$ cat config.mk
export PLATFORM = sky130hd
export DESIGN_NAME = tank_sprite_fetch
export DESIGN_NICKNAME = d
export VERILOG_FILES = /design/src/rtl/tank_sprite_fetch.sv
export SDC_FILE = /design/constraint.sdc
export NUM_CORES = 1
export LEC_CHECK = 0
export ABC_AREA = 1
export CORE_ASPECT_RATIO = 2
export CORE_UTILIZATION = 39
export CTS_CLUSTER_DIAMETER = 80
export DETAILED_ROUTE_END_ITERATION = 8
export MAX_ROUTING_LAYER = met4
export PLACE_DENSITY = 0.54
export SLEW_MARGIN = 10
export SYNTH_ARGS = -nofsm -noshare
export SYNTH_HDL_FRONTEND = slang
export SYNTH_SLANG_ARGS = --single-unit
$ cat constraint.sdc
create_clock -name Clk -period 3.5 [get_ports Clk]
set_input_delay 0.7 -clock Clk [delete_from_list [all_inputs] [get_ports Clk]]
set_output_delay 0.7 -clock Clk [all_outputs]
set_load 0.05 [all_outputs]
$ cat src/rtl/tank_sprite_fetch.sv
// Tank sprite row fetch: fills a line buffer from the sprite ROM during blanking, then serves
// per-pixel indices with a transparency-masked tank_on qualifier, one clock after DrawX.
module tank_sprite_fetch #(
  parameter int          SIZE        = 32,
  parameter int          ADDR_W      = 10,
  parameter logic [15:0] TRANSP_MASK = 16'h9919
) (
  input  logic              Clk,
  input  logic              Reset,
  input  logic              line_start,
  input  logic [9:0]        line_y,
  input  logic [9:0]        DrawX,
  input  logic [9:0]        TankX,
  input  logic [9:0]        TankY,
  input  logic [1:0]        dir,
  output logic [ADDR_W-1:0] rom_addr,
  input  logic [3:0]        rom_data,
  output logic [3:0]        pixel_index,
  output logic              tank_on
);

  localparam int LW = $clog2(SIZE);

  typedef enum logic [1:0] {IDLE, FETCH, DRAIN} state_t;

  state_t            state_q, state_d;
  logic [LW-1:0]     r_q, r_d;
  logic [LW-1:0]     c_q, c_d;
  logic [1:0]        d_q, d_d;
  logic [9:0]        tx_q, tx_d;
  logic              row_valid_q, row_valid_d;
  logic [ADDR_W-1:0] rom_addr_q, rom_addr_d;
  logic [3:0]        pixel_index_q, pixel_index_d;
  logic              tank_on_q, tank_on_d;

  logic [3:0]        linebuf [SIZE];
  logic              lb_we;
  logic [LW-1:0]     lb_waddr;
  logic [9:0]        line_r;
  logic [9:0]        col;
  logic [3:0]        lb_rd;
  logic              hit;

  // Mirror/rotate the displayed (row, col) back to the stored sprite orientation.
  function automatic logic [ADDR_W-1:0] src_addr(input logic [LW-1:0] r,
                                                 input logic [LW-1:0] c,
                                                 input logic [1:0]    d);
    logic [LW-1:0] sr;
    logic [LW-1:0] sc;
    case (d)
      2'd0:    begin sr = r;  sc = c;  end
      2'd1:    begin sr = ~c; sc = r;  end
      2'd2:    begin sr = ~r; sc = ~c; end
      default: begin sr = c;  sc = ~r; end
    endcase
    return ADDR_W'({sr, sc});
  endfunction

  always_comb begin
    state_d     = state_q;
    r_d         = r_q;
    c_d         = c_q;
    d_d         = d_q;
    tx_d        = tx_q;
    row_valid_d = row_valid_q;
    rom_addr_d  = rom_addr_q;
    lb_we       = 1'b0;
    lb_waddr    = c_q - LW'(1);
    line_r      = line_y - TankY;

    case (state_q)
      FETCH: begin
        // ROM data arriving now belongs to the column issued last cycle.
        lb_we = (c_q != '0);
        if (c_q == LW'(SIZE - 1)) begin
          state_d = DRAIN;
        end else begin
          c_d        = c_q + LW'(1);
          rom_addr_d = src_addr(r_q, c_q + LW'(1), d_q);
        end
      end
      DRAIN: begin
        lb_we       = 1'b1;
        lb_waddr    = LW'(SIZE - 1);
        row_valid_d = 1'b1;
        state_d     = IDLE;
      end
      default: ;
    endcase

    // A new line always wins, aborting any fetch in progress.
    if (line_start) begin
      tx_d        = TankX;
      d_d         = dir;
      r_d         = line_r[LW-1:0];
      c_d         = '0;
      row_valid_d = 1'b0;
      if (line_r < 10'(SIZE)) begin
        state_d    = FETCH;
        rom_addr_d = src_addr(line_r[LW-1:0], '0, dir);
      end else begin
        state_d = IDLE;
      end
    end
  end

  always_comb begin
    col           = DrawX - tx_q;
    lb_rd         = linebuf[col[LW-1:0]];
    hit           = row_valid_q && (col < 10'(SIZE));
    pixel_index_d = hit ? lb_rd : 4'd0;
    tank_on_d     = hit && !TRANSP_MASK[lb_rd];
  end

  always_ff @(posedge Clk or posedge Reset) begin
    if (Reset) begin
      state_q       <= IDLE;
      r_q           <= '0;
      c_q           <= '0;
      d_q           <= '0;
      tx_q          <= '0;
      row_valid_q   <= 1'b0;
      rom_addr_q    <= '0;
      pixel_index_q <= '0;
      tank_on_q     <= 1'b0;
    end else begin
      state_q       <= state_d;
      r_q           <= r_d;
      c_q           <= c_d;
      d_q           <= d_d;
      tx_q          <= tx_d;
      row_valid_q   <= row_valid_d;
      rom_addr_q    <= rom_addr_d;
      pixel_index_q <= pixel_index_d;
      tank_on_q     <= tank_on_d;
    end
  end

  always_ff @(posedge Clk) begin
    if (lb_we) linebuf[lb_waddr] <= rom_data;
  end

  assign rom_addr    = rom_addr_q;
  assign pixel_index = pixel_index_q;
  assign tank_on     = tank_on_q;

endmodule

# [Word-level counts from Yosys, hierarchy flattened]
# Memory sizes are Yosys's and may differ from the RTL's.
# Index checks and enable logic that the tools add are counted.
[word_totals] ff_bits=40 latch_bits=0 ramBits=128 mem_bits_ro=16 input_bits=49 word_cells=64 memories=2
[mem_list] name="linebuf" depth=32 width=4 read_ports=1 rd_clocked_by_memory_dff=0 wr=1 line="36" rtl="logic [3:0] linebuf [SIZE];"
[mem_list] name="(name not given)" depth=16 width=1 read_ports=1 rd_clocked_by_memory_dff=0 wr=0 line="112" rtl="tank_on_d = hit && !TRANSP_MASK[lb_rd];"
[classes] add_sub_neg=4 n_mul=0 n_div=0 n_lt_le_gt_ge=3 eq_ne=9 shift=0 muxes=23 n_bitwise=3 n_reduce_logical=11
[ops] op="one-hot mux 5 bit (3 select lines)" n=4
[ops] op="2-to-1 mux 10 bit" n=4
[ops] op="< comparator 10 x 6 -> 1 bit (second input constant)" n=2
[ops] op="2-to-1 mux 5 bit" n=4
[ops] op="subtractor 10 bit" n=2
[ops] op="NOT 5 bit" n=3
[ops] op="equality test 2 x 1 -> 1 bit (second input constant)" n=3
[ops] op="equality test 2 bit (second input constant)" n=3
[ops] op="2-to-1 mux 1 bit" n=6
[ops] op="adder 5 x 1 -> 5 bit (second input constant)" n=1
[ops] op="equality test 5 bit (second input constant)" n=1
[ops] op="< comparator 4 x 5 -> 1 bit (second input constant)" n=1
[ops] op="nonzero test 5 bit" n=1
[ops] op="subtractor 5 x 1 -> 5 bit (second input constant)" n=1
[ops] op="zero test 2 bit" n=2
[ops] op="2-to-1 mux 2 bit" n=2
[ops] op="2-to-1 mux 4 bit" n=1
[ops] op="one-hot mux 2 bit (2 select lines)" n=1
[ops] op="AND reduction 2 bit" n=2
[ops] op="nonzero test 2 bit" n=2
[ops] op="inequality test 3 bit (second input constant)" n=1
[ops] op="nonzero test 3 bit" n=1
[ops] op="logical AND 1 bit" n=2
[ops] op="inequality test 2 bit (second input constant)" n=1
[ops] op="other kinds (2)" n=2

# [Depth between registers and ports, before layout]
[logic_depth] word_depth=7 depth_mapped=16 ltp_nobuf=16

# [Worst setup path after synthesis]
# Ideal clock, no wire load.
[synth_path] path_kind="input to register" startpoint="input port DrawX[0]" endpoint="register tank_on_q (netlist: tank_on)" setup_time_ps=118 arrival_ps=2713 setup_slack_ps=669 path_stages=15 path_cell_list="inv_1 ha_1 fa_1 inv_1 clkbuf_1 o21ai_0 o22ai_1 nand2_1 nand3_1 nand3_1 nand2_1 inv_2 ha_1 nand2_1 a21oi_2"
[synth_between] elab_chain_cells=6
[synth_rtl] item="start: declaration" line="12" rtl="input logic [9:0] DrawX,"
[synth_rtl] item="subtractor 10 bit (*)" line="108" rtl="col = DrawX - tx_q;"
[synth_rtl] item="memory read (32 x 4 bit)"
[synth_rtl] item="memory read (16 x 1 bit)"
[synth_rtl] item="2-to-1 mux 1 bit (not written as such)" line="112"
[synth_rtl] item="zero test 1 bit" line="112"
[synth_rtl] item="logical AND 1 bit (*)" line="112"
[synth_rtl] item="via tank_on_d" line="34" rtl="logic tank_on_q, tank_on_d;"
[synth_rtl] item="end signal: assignment" line="135" rtl="tank_on_q <= tank_on_d;"
[synth_rtl] item="end: declaration" line="34"
# The timed path passes the listed nets; every way through them passes the cells marked *. The select of a mux whose other input is x is not followed.
# A chain may end at the register's enable or synchronous reset.

# [Worst setup path after layout]
[layout_path] startpoint="input port DrawX[0]" endpoint="register pixel_index_q[1] (netlist: pixel_index[1])"
[layout_between] elab_chain_cells=4
[layout_rtl] item="subtractor 10 bit (*)" line="108"
[layout_rtl] item="< comparator 10 x 6 -> 1 bit" line="110" rtl="hit = row_valid_q && (col < 10'(SIZE));"
[layout_rtl] item="logical AND 1 bit" line="110"
[layout_rtl] item="2-to-1 mux 4 bit (*)" line="111" rtl="pixel_index_d = hit ? lb_rd : 4'd0;"
[layout_rtl] item="via pixel_index_d[1]" line="33" rtl="logic [3:0] pixel_index_q, pixel_index_d;"
[layout_rtl] item="end signal: assignment" line="134" rtl="pixel_index_q <= pixel_index_d;"
[layout_rtl] item="end: declaration" line="33"
# The timed path passes the listed nets; every way through them passes the cells marked *.

==> results.md <==
- Final weighted congestion in routability-driven placement: 0.8480
- Via Count: 6,379
- Vias in the first global route: 6,608
- Post-Route WL: 22.48 mm
- # clock sinks: 168
- Antenna Cells: 0
- CTS tree: yes
- Achievable frequency: 327.3 MHz
- Root Buffer: clkbuf_16
- Final Hold Fails: 0
- # DRC: 0
- Total CTS buffers: 17
- Period utilisation layout: 87.31%
- Worst-Margin Slew: 0.6300 ns
- Tot Pwr: 5757 uW
- Largest net degree at the start of global routing: 39
- Total global-route track usage: 22.35%
- Fin. max-slew vios: 0
- P per Cell Area: 568.1 nW/um^2
- Post-Layout Cell Count: 1,267
- Top cell type's share of synthesized area: 45.29%
- NumNets Final: 1,058
- Clock skew: 0.01063 ns
- CP startpoint: DrawX[0]
- Placed Cells: 1,236
- Chip width: 106.3 um
- Min Tclk post-route: 3.056 ns
- Hold_sp: tx_q[0]$_DFFE_PP0P_
- Met2 GRT Util: 43.35%
- GR Util met3: 3.610%
- Ys Warns: 0
- Core area: 21,400 sq um
- Post-DP HPWL: 16.66 mm
- Clk_lat worst skew: 0.44 ns
- DRT Pass-1 Iters: 4
- Final core utilization: 47.36%
- Initial antenna violation count: 0
- H-tree depth: 4
- Hold_buf cts: 0
- DR vias/cell: 5.035
- Sequential share of the synthesized area: 57.08%
- Largest cells by area after synthesis: edfxtp_1, dfrtp_1, nand2_1
- First-pass GRT wire length: 35.04 mm
- I/O pin cnt: 64
- Antenna-violating nets left: 0
- Core Rows: 76
- Clock Tree Buf Depth: 2
- Ratio of cells with drive above 1 in the final layout: 8.451%
- CP Max Fanout: 4
- Met1 Track Usage GR: 19.10%
- Total gr overflow: 0
- Synth cell types: 36
- Max rail drop VDD: 0.0003918 V
- Initial DRC Count: 239
- RSZ-0062 raised after global routing: false
- Rel. slew slack: 57.87%
- Routed length per placed instance: 17.74 um
- P&R area growth vs syn: 19.40%
- Endpoints failing setup: 0
- Die H: 210.6 um
- Run status: complete, no violations
- Yosys reg bits: 168
- MaxCap Viol Count: 0
- Min-Delay Path Class: register to register
- Starting Density: 39.67%
- Setup tns final: 0 ns
- Crit end category: register
- # fillers: 2,065
- Area occupied by multi-input gates: 3129 sq um
- Worst setup path class: input pin to register
- Total setup buffers inserted after CTS: 0
- Synth area leader: edfxtp_1
- Worst EP required: 3.81 ns
- Crit path arrival time: 3.37 ns
- Mean Syn Cell Area: 9.347 sq um
- Lkg Pwr: 0.004195 uW
- Syn_nets: 984
- Mapped cell area: 8487 sq um
- Startpoint Class: input pin
- Synth Instances: 908
- Clock-pin slew on the worst setup and hold paths: 0.06 ns
- Reg-to-Reg Start: c_q[0]$_DFFE_PP0P_
- GRT Max-Usage Layer: met2
- Post-cts resize count: 0
- Port Buffers: 63
- Die Area: 22,390 sq um
- Final hold slack: 0.4832 ns
- Register Area: 4845 sq um
==> flip-flops by register name, summed over array words and instances (netlist names) <==
name,count
r_q,5
state_q,2
rom_addr,10
d_q,2
tank_on,1
c_q,5
pixel_index,4
tx_q,10
linebuf,128
row_valid_q,1
==> cell type report <==
type / instances / area share, %
Multi-Input combinational cell: 612 / 30.88
Clock inverter: 12 / 1.741
Timing Repair Buffer: 87 / 8.371
Sequential cell: 168 / 47.81
Clock buffer: 19 / 4.272
Inverter: 96 / 3.556
Tap cell: 273 / 3.371
==> critical path, cell delays in order <==
cell,delay (ns)
clkdlybuf4s50_1,0.45
inv_1,0.05
ha_2,0.18
fa_1,0.47
nand3b_1,0.23
nand2_1,0.09
nand2_1,0.09
nor2_1,0.18
nand3_1,0.12
nand3_1,0.09
nand2_1,0.06
nor2_1,0.12
nand2_2,0.09
buf_4,0.15
nor2_1,0.28
==> cell usage in the layout, fill, tap and decap left out, drive strengths merged, types with 4 or more instances in the layout <==
cell type | Yosys | final
nand2 | 245 | 245
edfxtp | 128 | 128
nor2 | 96 | 96
inv | 94 | 94
nand3 | 83 | 83
o21ai | 76 | 76
clkdlybuf4s50 | 0 | 63
dfrtp | 40 | 40
xor2 | 27 | 27
ha | 25 | 25
buf | 13 | 24
o22ai | 19 | 19
clkbuf | 19 | 19
a21oi | 18 | 18
clkinv | 2 | 8
nand3b | 4 | 4
nand4 | 4 | 4
bufinv | 0 | 4
==> path summary, 6_finish.rpt <==
check	end	slack (ns)	cells after the start
min reg2reg	tx_q[0]$_DFFE_PP0P_	0.48	2
min	tx_q[0]$_DFFE_PP0P_	0.48	2
max	pixel_index[1]$_DFF_PP0_	0.44	15
min in group asynchronous	tx_q[5]$_DFFE_PP0P_	0.51	2
max reg2reg	linebuf[17][3]$_DFFE_PP_	0.74	7
max in group asynchronous	c_q[2]$_DFFE_PP0P_	2.24	3
==> through the flow <==
stage	cell area, sq um	worst slack (ns)
5_1_grt	10130	0.3438
3_5_place_dp	9524	0.07243
3_3_place_gp	9524	0.05567
6_report	10130	0.4443
2_1_floorplan	8487	0.6689
4_1_cts	10130	0.5167
==> layer usage <==
layer	up-vias	wire (um)
met2	146	13330
met5	-	0
met1	3001	7247
li1	3165	-
met4	0	1311
met3	67	589
==> logic make-up after synthesis <==
kind of cell             count (synthesis)  share of synthesized area (%)
AND/OR/NAND/NOR                        437                          21.67
flip-flops                             168                          57.08
buffers and inverters                  128                          6.074
AO/OA/AOI/OAI                          118                          7.740
XOR/XNOR                                30                          3.273
adder cells (fa/ha/maj)                 27                          4.157
==> Yosys cell counts <==
library cell,count
a211oi_1,1
a21o_1,1
a21oi_1,15
a21oi_2,3
buf_2,10
buf_6,3
clkbuf_1,19
clkinv_1,2
dfrtp_1,40
edfxtp_1,128
fa_1,2
ha_1,25
inv_1,91
inv_2,3
nand2_1,237
nand2_2,7
nand2_4,1
nand3_1,78
nand3_2,5
nand3b_1,4
nand4_1,4
nor2_1,94
nor2_2,1
nor2_4,1
nor3_1,2
nor4_1,1
o211ai_1,1
o21a_1,2
o21ai_0,71
o21ai_2,5
o22ai_1,19
or2_2,2
xnor2_1,2
xnor2_2,1
xor2_1,26
xor2_2,1
==> report_power, final <==
part	internal, uW	switching (uW)
clock network	1190	779
logic	533	968
registers	2240	52.5
Power figures use the tool's default switching activity.
